**src/rtl/put_controller.sv**
```systemverilog
// put_controller: write-side control for a FIFO. Tracks the write pointer
// and occupancy, produces the storage write enable, and keeps a sticky
// overflow flag for puts rejected while the FIFO is full. No storage here.
module put_controller #(
    parameter int DEPTH        = 8,
    parameter int ADDR_W       = 3,
    parameter int AFULL_THRESH = 6
) (
    input  logic              clk,
    input  logic              reset,
    input  logic              req_put,
    input  logic              en_get,
    input  logic              clear_ovf,
    output logic              en_put,
    output logic [ADDR_W-1:0] wr_addr,
    output logic [ADDR_W:0]   count,
    output logic              full,
    output logic              empty,
    output logic              almost_full,
    output logic              overflow
);

    localparam logic [ADDR_W:0]   DEPTH_C = (ADDR_W+1)'(DEPTH);
    localparam logic [ADDR_W:0]   AFULL_C = (ADDR_W+1)'(AFULL_THRESH);
    localparam logic [ADDR_W:0]   CNT_ONE = (ADDR_W+1)'(1);
    localparam logic [ADDR_W-1:0] ADR_ONE = ADDR_W'(1);

    logic get_eff;

    // Write enable and effective pop; reset gates the enable so nothing commits while held
    always_comb begin
        en_put  = req_put && !full && !reset;
        get_eff = en_get && (count != '0);
    end

    // Status flags decode only the registered count, never same-cycle inputs
    always_comb begin
        full        = (count == DEPTH_C);
        empty       = (count == '0);
        almost_full = (count >= AFULL_C);
    end

    // Write pointer advances on every committed put; power-of-two depth wraps naturally
    always_ff @(posedge clk or posedge reset) begin
        if (reset) begin
            wr_addr <= '0;
        end else if (en_put) begin
            wr_addr <= wr_addr + ADR_ONE;
        end
    end

    // Occupancy: put and pop in the same cycle cancel out
    always_ff @(posedge clk or posedge reset) begin
        if (reset) begin
            count <= '0;
        end else begin
            case ({en_put, get_eff})
                2'b10:   count <= count + CNT_ONE;
                2'b01:   count <= count - CNT_ONE;
                default: count <= count;
            endcase
        end
    end

    // Sticky overflow; a rejected put on the same edge as a clear keeps the flag set
    always_ff @(posedge clk or posedge reset) begin
        if (reset) begin
            overflow <= 1'b0;
        end else if (req_put && full) begin
            overflow <= 1'b1;
        end else if (clear_ovf) begin
            overflow <= 1'b0;
        end
    end

endmodule

```
**config.mk**
```make
export PLATFORM = sky130hd
export DESIGN_NAME = put_controller
export DESIGN_NICKNAME = d
export VERILOG_FILES = /design/src/rtl/put_controller.sv
export SDC_FILE = /design/constraint.sdc
export NUM_CORES = 1
export LEC_CHECK = 0
export CORE_MARGIN = 2
export CORE_UTILIZATION = 30
export DETAILED_ROUTE_END_ITERATION = 12
export PLACE_DENSITY = 0.64
export SYNTH_ARGS = -nofsm -noshare
export SYNTH_HDL_FRONTEND = slang
export SYNTH_SLANG_ARGS = --single-unit
```
**constraint.sdc**
```tcl
create_clock -name clk -period 2.79 [get_ports clk]
set_input_delay 0.4185 -clock clk [delete_from_list [all_inputs] [get_ports clk]]
set_output_delay 0.4185 -clock clk [all_outputs]
set_load 0.01 [all_outputs]
```
-- Word level (Yosys, flattened, before mapping)
Index checks and enable logic that the tools add are counted.
- logic and storage cells: 23
- register bits: 8
- input bits: 5
- reductions and logical operators: 10
- $add $sub $neg: 3
- muxes and demuxes: 3
- equality and inequality tests: 3
- $lt $le $gt $ge: 1
- operators with widths (operator ; number):
    $pmux 4 s2 ; 1
    $add 4x1->4 const B ; 1
    $eq 4x4->1 const B ; 1
    $ge 4x3->1 const B ; 1
    $logic_and 1x1->1 ; 4
    $logic_not 4->1 ; 1
    $reduce_bool 2->1 ; 2
    $reduce_bool 4->1 ; 1
    $sub 4x1->4 const B ; 1
    $add 3x1->3 const B ; 1
    $eq 2x1->1 const B ; 1
    $eq 2x2->1 const B ; 1
    $logic_not 1->1 ; 2
    $mux 1 ; 2

-- Logic depth before layout (Yosys ltp)
Gate-level depths: netlist of the first run.
- depth in word-level cells: 6
- mapped depth: 8

-- Least setup slack after synthesis of the first run
OpenSTA, ideal clock, no wires.
- path kind: register to register
- start point: reg count[0]
- end point: reg count[3]
- arrival: 2415 ps
- buffers on the path: 0
- library setup time: 134 ps
- slack: 241 ps
- data required time: 2656 ps
- cell stages (with the launch flop): 8
- period minus slack after synthesis: 2549 ps
- cells stage by stage: dfrtp_1 -> nor4_1 -> nor2b_1 -> ha_1 -> ha_1 -> or4b_1 -> o311ai_0 -> o211ai_1
- word-level cells in the longest chain between the ends: 6
- elaborated cells between the ends (all ways): 12
- those cells by class: add/sub: 2; eq/ne: 3; mux: 1; reduce/logical: 6
- ends and longest elaborated chain (what ; line ; RTL):
    from (decl) ; 16 ; output logic [ADDR_W:0] count,
    from (signal assigned) ; 58 ; 2'b10: count <= count + CNT_ONE;
    from (signal assigned) ; 59 ; 2'b01: count <= count - CNT_ONE;
    from (signal assigned) ; 60 ; default: count <= count;
    $eq 4x4->1 ; 38 ; full = (count == DEPTH_C);
    $logic_not 1->1 ; 32 ; en_put = req_put && !full && !reset;
    $logic_and 1x1->1 (2 in series) ; 32 ;
    $eq 2x1->1 or $eq 2x2->1 (tied branches) ; 57 ; case ({en_put, get_eff})
    $pmux 4 s2 or $reduce_bool 2->1 (tied branches) ; -- ;
Several ways; a longest one is shown, not always the timed one.
A chain may end at the register's enable or synchronous reset.

-- Worst setup path in the final report of the first run
Ends and elaborated chain as after synthesis.

==> results of run 1 <==
[layer usage]
metal / global-route usage (%) / vias up / wire, um
met5: 0 / - / 0
met4: 6.86 / 0 / 19
met3: 2.75 / 2 / 73
met2: 17.2 / 15 / 409
met1: 15.0 / 200 / 530
li1: - / 218 / -
[area by class of cell]
cell class	count	share of cell area [%]
clock buffer	3	2.91
multi-input combinational	33	40.2
inverter	7	3.39
timing repair buffer	19	23.6
sequential	8	25.8
tap	25	4.04
[worst max-delay path, delay by kind of cell (launching register included)]
family	cells	cell delay, ns
flops	1	0.47
fa+ha+maj	2	0.58
simple gates	3	1.01
compound gates	2	0.25
[logic make-up after synthesis]
family	after synthesis	share of synthesized area (%)
AOI/OAI and AO/OA	8	10.1
and+or+nand+nor	13	21.2
buffers and inverters	8	5.76
DFF	8	36.9
muxes	3	6.68
xor gates and xnor gates	4	6.45
adders and majority gates	5	12.9
[power groups by stage]
stage                     registers [mW]  logic, mW  clock network, mW
after floorplan                    0.273      0.252                  0
after global placement             0.260      0.477                  0
after detailed placement           0.261      0.480                  0
after CTS                          0.260      0.482             0.0916
after global routing               0.269      0.529             0.0988
final                              0.259      0.476             0.0874
[stage by stage]
| stage | hold slack [ns] | util (%) | power [mW] | std cells |
|---|---|---|---|---|
| 6_report | 0.460 | 45.3 | 0.823 | 95 |
| 5_1_grt | 0.490 | 45.3 | 0.897 | 95 |
| 4_1_cts | 0.470 | 45.3 | 0.833 | 95 |
| 3_5_place_dp | 0.460 | 44.0 | 0.741 | 92 |
| 3_3_place_gp | 0.459 | 44.0 | 0.737 | 92 |
| 2_1_floorplan | 0.234 | - | 0.525 | 49 |
[placed cells by master (no fill, tap or decap), drive strengths merged, types with 2 or more instances in the layout]
cell,netlist,final
xor2,3,3
dfrtp,8,8
ha,4,4
mux2,2,2
o21ai,2,2
nand2,2,2
clkdlybuf4s50,0,16
inv,7,7
a21oi,2,2
clkbuf,0,3
nor3b,3,3
buf,1,3
[sequential cells by signal, indices dropped and copies added, names as in the netlist]
| register | flops |
|---|---|
| count | 4 |
| wr_addr | 3 |
| overflow | 1 |
[final timing paths]
kind                               to  slack [ns]  cells after the start
setup / recovery             count[3]        0.36                      7
hold / removal             wr_addr[2]        0.46                      1
setup reg to reg             count[3]        0.36                      7
hold reg to reg            wr_addr[2]        0.46                      1
max in group asynchronous    overflow        2.03                      2
min in group asynchronous    count[3]        0.52                      2
==> results.py, run 1 <==
metrics = {
    "synthesis": {
        "synthFlopType": "dfrtp_1",
        "seq_area_frac_synth_pct": 36.9,
        "yosysTopAreaCellShare_pct": 36.9,
        "yosysWarnings": 0,
        "synth_edf_count": 0,
        "netlist_area_um2": 543,
        "synth.net_count": 59,
        "syn_inst": 49,
        "syn_area_per_cell_um2": 11.1,
        "ys_types": 27,
        "synthTopCellsByArea": "dfrtp_1 37%, ha_1 9.2%, inv_1 4.8%",
        "synth_largest_area_cell": "dfrtp_1",
        "synth-seq-cells": 8,
        "synth_common_cells": "8 x dfrtp_1, 7 x inv_1, 4 x ha_1",
        "yosysMostFrequentCell": "dfrtp_1",
        "synthArstFlopShare_pct": 100,
    },
    "placed_design": {
        "gp_routability_congestion": 0.711,
        "pre_cts_ws_ns": 0.149,
        "dpl_cell_area_um2": 752,
        "post-dp-hpwl_um": 804,
        "port_buffers": 16,
    },
    "clocking": {
        "cts_setup_buffers": 0,
        "ctsHoldBuffers": 0,
        "clk_pin_slew_ns": 0.06,
        "clk_latency_ns": 0.25,
        "cts_sinks": 8,
        "htreeDepth": 1,
        "cts_buffers": 3,
        "cts.repair.resized": 0,
        "cts_tree": "done",
        "cts_root_buffer": "clkbuf_4",
        "clockBufferDepth": 2,
    },
    "setup_path": {
        "r2r_start": "count[0]",
        "cpMostUsedCell": "ha_1",
        "crit_required_ns": 2.92,
        "critPathSlowestCell": "or4b_1",
        "cp-start-kind": "flop",
        "end_kind": "flop",
        "cp-startpoint": "count[0]",
        "critPathMaxStageDelay_ns": 0.49,
        "crit_type": "flop to flop",
        "crit_arrival_ns": 2.55,
        "worstPathMaxFanout": 7,
        "cp_cell_sequence": "nor4_1 > nor2b_1 > ha_1 > ha_1 > or4b_1 > o311ai_0 > o211ai_1",
    },
    "die": {
        "rows": 15,
        "core_area_mm2": 0.00171,
        "die_w_um": 46.5,
        "die_y_um": 46.5,
        "io_pins": 17,
        "initial_core_util_pct": 31.8,
        "dieArea_mm2": 0.00217,
    },
    "power": {
        "internal_power_mw": 0.502,
        "leakagePower_nw": 0.331,
        "power_density_mw_per_mm2": 1060,
        "p_seq_share_pct": 31.5,
        "swShare_pct": 39.0,
        "clkPwrFrac_pct": 10.6,
        "pwr-share-comb_pct": 57.9,
        "switchingPower_mw": 0.321,
        "vdd_drop_max_mv": 0.444,
    },
    "cells_and_area": {
        "regArea_um2": 200,
        "drive_gt1_share_pct": 15.7,
        "n_antenna_cell": 0,
        "finalNetCount": 82,
        "syn2layout_area_growth_pct": 42.6,
        "nFillCells": 170,
        "design_area_um2": 774,
        "multi_input_area_um2": 312,
    },
    "routing": {
        "vias": 435,
        "ant_nets": 0,
        "viasPerCell": 4.58,
        "drc": 0,
        "totalWireLength_um": 1030,
        "drtIter0Drc": 2,
        "wl_per_cell_um": 10.9,
        "drtPass1Iterations": 2,
    },
    "sta": {
        "period_minus_slack_ns": 2.43,
        "worst_slew_pin_slew_ns": 0.363,
        "finalHoldViolCount": 0,
        "final.setup_skew_ns": 0.00732,
        "setup_tns_ns": 0,
        "drv_slew": 0,
        "fin_ws_ns": 0.362,
        "max_freq_ghz": 0.412,
        "finalSetupViolCount": 0,
        "period_share_pct": 87.0,
        "relSlewSlack_pct": 75.6,
        "rsz0062_at_grt": "false",
    },
    "worst_hold_path": {
        "min_path_type": "flop to flop",
        "min_from": "wr_addr[2]",
    },
    "global_route": {
        "grt_pass1_wl_um": 1750,
        "grt_pass1_vias": 418,
        "antenna_found_initial": 0,
        "grt_start_max_net_pins": 10,
        "overflow": 0,
        "grt_util_all_layers_pct": 11.6,
    },
    "status": {
        "outcome": "completed",
    },
    "job": {
        "cap_violations": 0,
    },
}
Power figures use the tool's default switching activity.
==> inputs of run 2 (changes only) <==
--- a/config.mk
+++ b/config.mk
@@ -5,9 +5,9 @@
 export SDC_FILE = /design/constraint.sdc
 export NUM_CORES = 1
 export LEC_CHECK = 0
-export CORE_MARGIN = 2
 export CORE_UTILIZATION = 30
 export DETAILED_ROUTE_END_ITERATION = 12
+export GPL_ROUTABILITY_DRIVEN = 0
 export PLACE_DENSITY = 0.64
 export SYNTH_ARGS = -nofsm -noshare
 export SYNTH_HDL_FRONTEND = slang
==> results.py, run 2 (same netlist as run 1, synthesis figures left out) <==
metrics = {
    "setup_path": {
        "worstPathMaxFanout": 7,
        "path_buf_inv": 1,
        "r2r_slack_ns": 0.37,
        "cp_top_family": "simple AND/OR/NAND/NOR gates",
        "crit_required_ns": 2.91,
        "cpMostUsedCell": "ha_1",
        "cp_cell_sequence": "nor4b_4 > nor3b_4 > inv_1 > ha_1 > ha_1 > or4b_1 > o311ai_0 > o211ai_1",
        "r2r_cells": 8,
        "cp-start-kind": "flop",
        "critPathMaxStageDelay_ns": 0.47,
        "end_kind": "flop",
        "r2r_start": "count[0]",
        "crit_type": "flop to flop",
        "r2r-end": "count[3]",
        "critPathSlowestCell": "dfrtp_1",
        "worst-path-stages": 8,
        "crit_arrival_ns": 2.54,
    },
    "routing": {
        "wl_per_cell_um": 11.1,
        "drtIter0Drc": 5,
        "totalWireLength_um": 1060,
        "ant_nets": 0,
        "vias": 435,
        "drtPass1Iterations": 2,
        "drc": 0,
        "viasPerCell": 4.58,
    },
    "cells_and_area": {
        "final_cell_mix": "16 x clkdlybuf4s50_1, 8 x dfrtp_1, 7 x inv_1, 4 x ha_1",
        "final_util_pct": 45.3,
        "finalNetCount": 82,
        "drive_gt1_share_pct": 15.7,
        "fin_cells": 95,
        "layout_commonest_cell": "clkdlybuf4s50_1",
        "syn2layout_area_growth_pct": 42.6,
        "n_antenna_cell": 0,
        "design_area_um2": 774,
        "largestRegisters": "count (4), wr_addr (3), overflow (1)",
        "top_register": "count",
        "largest_reg_flops": 4,
    },
    "global_route": {
        "grt_pass1_wl_um": 1730,
        "overflow": 0,
        "grt_start_max_net_pins": 10,
        "antenna_found_initial": 0,
        "grt_pass1_vias": 391,
        "grt_util_all_layers_pct": 12.4,
    },
    "placed_design": {
        "dpl_cell_area_um2": 752,
        "dp_cells": 92,
        "port_buffers": 16,
        "post-dp-hpwl_um": 838,
    },
    "die": {
        "die_y_um": 44.5,
        "die_w_um": 44.5,
        "rows": 15,
        "initial_core_util_pct": 31.8,
        "core_area_mm2": 0.00171,
        "io_pins": 17,
        "dieArea_mm2": 0.00198,
    },
    "sta": {
        "max_freq_ghz": 0.413,
        "setup_tns_ns": 0,
        "period_share_pct": 86.7,
        "period_minus_slack_ns": 2.42,
        "drv_slew": 0,
        "rsz0062_at_grt": "false",
        "holdWs_ns": 0.464,
        "worst_slew_pin_slew_ns": 0.344,
        "finalHoldViolCount": 0,
        "finalSetupViolCount": 0,
        "final.setup_skew_ns": 0.00121,
        "relSlewSlack_pct": 76.8,
    },
    "clocking": {
        "cts_tree": "done",
        "htreeDepth": 1,
        "cts_sinks": 8,
        "cts_root_buffer": "clkbuf_4",
        "cts.repair.resized": 0,
        "clockBufferDepth": 2,
        "cts_buffers": 3,
        "cts_setup_buffers": 0,
        "ctsHoldBuffers": 0,
        "clk_latency_ns": 0.25,
        "clk_pin_slew_ns": 0.05,
    },
    "job": {
        "cap_violations": 0,
    },
    "worst_hold_path": {
        "hold_depth": 1,
        "hold_end": "wr_addr[2]",
        "min_from": "wr_addr[2]",
        "min_path_type": "flop to flop",
    },
    "power": {
        "power_density_mw_per_mm2": 1050,
        "vdd_drop_max_mv": 0.533,
        "leakagePower_nw": 0.331,
    },
    "status": {
        "outcome": "completed",
    },
}
## run 2: cell counts in the layout (fill, tap and decap cells not counted)
Identical to the previous run, type by type.
## run 2: metrics by stage
stage / worst slack, ns / total power [mW]
after global placement: 0.193 / 0.737
final: 0.370 / 0.817
after CTS: 0.344 / 0.832
after floorplan: 0.241 / 0.525
after detailed placement: 0.135 / 0.740
after global routing: 0.154 / 0.890
## run 2: where the power goes
group	internal, mW	switching (mW)	leakage [nW]
clock network	0.0490	0.0355	0.0138
registers	0.174	0.0830	0.0968
logic	0.279	0.197	0.220
## run 2: per-layer routing
metal	track usage, %	up-vias	wire length (um)
li1	-	216	-
met1	15.0	203	483
met2	19.7	16	487
met3	4.49	0	84
met4	5.45	0	0
met5	0	-	0
## run 2: layout make-up
cell class	count	area [um^2]
timing repair buffer	19	183
sequential	8	200
fill	173	933
multi-input combinational	33	312
tap	25	31.3
clock buffer	3	22.5
inverter	7	26.3
## run 2: worst max-delay path by stage
stage	from	endpoint	slack [ns]
floorplan	count[0]	count[3]	0.24
global placement	req_put	count[3]	0.19
detailed placement	reset	count[3]	0.14
CTS	count[0]	count[3]	0.34
global route	count[0]	count[3]	0.15
finish	count[0]	count[3]	0.37
## run 2: worst reg2reg max path, cell delays in order (launching register included)
cell      delay [ns]
dfrtp_1         0.47
nor4b_4         0.44
nor3b_4         0.08
inv_1           0.06
ha_1            0.24
ha_1            0.31
or4b_1          0.47
o311ai_0        0.11
o211ai_1        0.12
==> inputs of run 3 (changes only) <==
--- a/config.mk
+++ b/config.mk
@@ -6,6 +6,7 @@
 export NUM_CORES = 1
 export LEC_CHECK = 0
 export CORE_UTILIZATION = 30
+export CTS_CLUSTER_DIAMETER = 150
 export DETAILED_ROUTE_END_ITERATION = 12
 export GPL_ROUTABILITY_DRIVEN = 0
 export PLACE_DENSITY = 0.64
==> constraint.sdc (replaced) <==
create_clock -name clk -period 2.3 [get_ports clk]
set_input_delay 0.345 -clock clk [delete_from_list [all_inputs] [get_ports clk]]
set_output_delay 0.345 -clock clk [all_outputs]
set_load 0.01 [all_outputs]
==> results.py, run 3 (same netlist as run 1, synthesis figures left out) <==
metrics = {
    "status": {
        "outcome": "completed",
    },
    "clocking": {
        "htreeDepth": 1,
        "cts_sinks": 8,
        "ctsHoldBuffers": 0,
        "cts_root_buffer": "clkbuf_4",
        "clockBufferDepth": 2,
        "clk_pin_slew_ns": 0.06,
        "cts_tree": "done",
        "cts.repair.resized": 0,
        "cts_buffers": 3,
        "clk_latency_ns": 0.25,
        "cts_setup_buffers": 0,
    },
    "sta": {
        "relSlewSlack_pct": 78.8,
        "fin_ws_ns": 0.108,
        "final.setup_skew_ns": 0.00588,
        "period_minus_slack_ns": 2.19,
        "max_freq_ghz": 0.456,
        "drv_slew": 0,
        "worst_slew_pin_slew_ns": 0.317,
        "period_share_pct": 95.3,
        "finalSetupViolCount": 0,
        "finalHoldViolCount": 0,
        "rsz0062_at_grt": "false",
    },
    "cells_and_area": {
        "finalNetCount": 88,
        "drive_gt1_share_pct": 32.9,
        "largestRegisters": "count (4), wr_addr (3), overflow (1)",
        "largest_reg_flops": 4,
        "layout_commonest_cell": "clkdlybuf4s50_1",
        "top_register": "count",
        "n_antenna_cell": 0,
        "nFillCells": 166,
        "final_util_pct": 50.1,
        "syn2layout_area_growth_pct": 57.6,
        "final_cell_mix": "16 x clkdlybuf4s50_1, 9 x buf_4, 6 x inv_1, 4 x dfrtp_2, 4 x dfrtp_1",
    },
    "routing": {
        "viasPerCell": 4.61,
        "drc": 0,
        "drtIter0Drc": 8,
        "ant_nets": 0,
        "totalWireLength_um": 1150,
        "wl_per_cell_um": 11.4,
        "drtPass1Iterations": 6,
        "vias": 466,
    },
    "power": {
        "internal_power_mw": 0.677,
        "p_seq_share_pct": 29.6,
        "leakagePower_nw": 0.357,
        "vdd_drop_max_mv": 0.504,
        "clkPwrFrac_pct": 9.7,
        "switchingPower_mw": 0.418,
        "swShare_pct": 38.2,
        "power_density_mw_per_mm2": 1280,
        "pwr-share-comb_pct": 60.7,
    },
    "setup_path": {
        "end_kind": "flop",
        "r2r_slack_ns": 0.11,
        "crit_required_ns": 2.42,
        "crit_type": "flop to flop",
        "crit_arrival_ns": 2.31,
        "worstPathMaxFanout": 5,
        "r2r_start": "count[2]",
        "r2r_cells": 8,
        "cp-start-kind": "flop",
        "r2r-end": "count[3]",
    },
    "die": {
        "die_y_um": 44.5,
        "die_w_um": 44.5,
        "initial_core_util_pct": 31.8,
        "rows": 15,
        "core_area_mm2": 0.00171,
        "io_pins": 17,
        "dieArea_mm2": 0.00198,
    },
    "placed_design": {
        "pre_cts_ws_ns": -0.0463,
        "post-dp-hpwl_um": 916,
        "port_buffers": 16,
    },
    "global_route": {
        "antenna_found_initial": 0,
        "grt_pass1_wl_um": 1860,
        "grt_start_max_net_pins": 10,
        "grt_util_all_layers_pct": 13.3,
        "grt_pass1_vias": 427,
        "overflow": 0,
    },
    "job": {
        "cap_violations": 0,
    },
    "worst_hold_path": {
        "hold_end": "wr_addr[2]",
        "hold_depth": 1,
        "min_from": "wr_addr[2]",
        "min_path_type": "flop to flop",
    },
}
## run 3: changes by cell type in the layout (fill, tap and decap cells not counted), sizes merged
cell  previous run  this run
buf              3         9
## run 3: cell type report
type                       count  area [um^2]  area share (%)
multi-input combinational     33          343            40.1
timing repair buffer          25          228            26.6
sequential                     8          205            24.0
tap                           25         31.3            3.65
inverter                       7         26.3            3.07
clock buffer                   3         22.5            2.63
## run 3: critical path: stages, from the launching register on
cell,delay (ns)
dfrtp_2,0.44
nor4b_4,0.37
nor3b_4,0.08
inv_2,0.08
ha_4,0.15
ha_4,0.20
or4b_1,0.46
o311ai_1,0.11
o211ai_1,0.15
## run 3: metrics by stage
stage / total power, mW / hold WS (ns) / setup TNS, ns / area, um^2 / std cells
after floorplan: 0.694 / 0.160 / -0.0221 / 586 / 49
after global placement: 0.986 / 0.458 / -0.0720 / 833 / 98
after detailed placement: 0.997 / 0.466 / -0.0463 / 833 / 98
after CTS: 1.11 / 0.477 / 0 / 856 / 101
after global routing: 1.19 / 0.511 / 0 / 856 / 101
final: 1.10 / 0.468 / 0 / 856 / 101
## run 3: metal layers
layer | part of all wire [%] | global-route usage, % | wire length (um) | up-vias
met3 | 6.3 | 4.08 | 73 | 2
met4 | 1.6 | 9.09 | 18 | 0
li1 | - | - | - | 230
met1 | 47 | 16.3 | 543 | 215
met5 | 0 | 0 | 0 | -
met2 | 45 | 19.7 | 517 | 19
## run 3: power by group through the flow
stage,sequential [mW],combinational (mW),clock (mW)
CTS,0.326,0.671,0.113
global route,0.337,0.733,0.116
global placement,0.327,0.659,0
floorplan,0.349,0.345,0
finish,0.324,0.665,0.106
detailed placement,0.328,0.669,0
## run 3: worst max path at each step
| stage | end | cells past startpoint | start | slack, ns |
|---|---|---|---|---|
| 2_1_floorplan | count[3] | 8 | count[2] | -0.02 |
| 3_3_place_gp | count[3] | 8 | req_put | -0.07 |
| 3_5_place_dp | count[3] | 8 | req_put | -0.05 |
| 4_1_cts | count[3] | 8 | count[2] | 0.10 |
| 5_1_grt | count[3] | 7 | count[0] | 0.007 |
| 6_report | count[3] | 8 | count[2] | 0.11 |
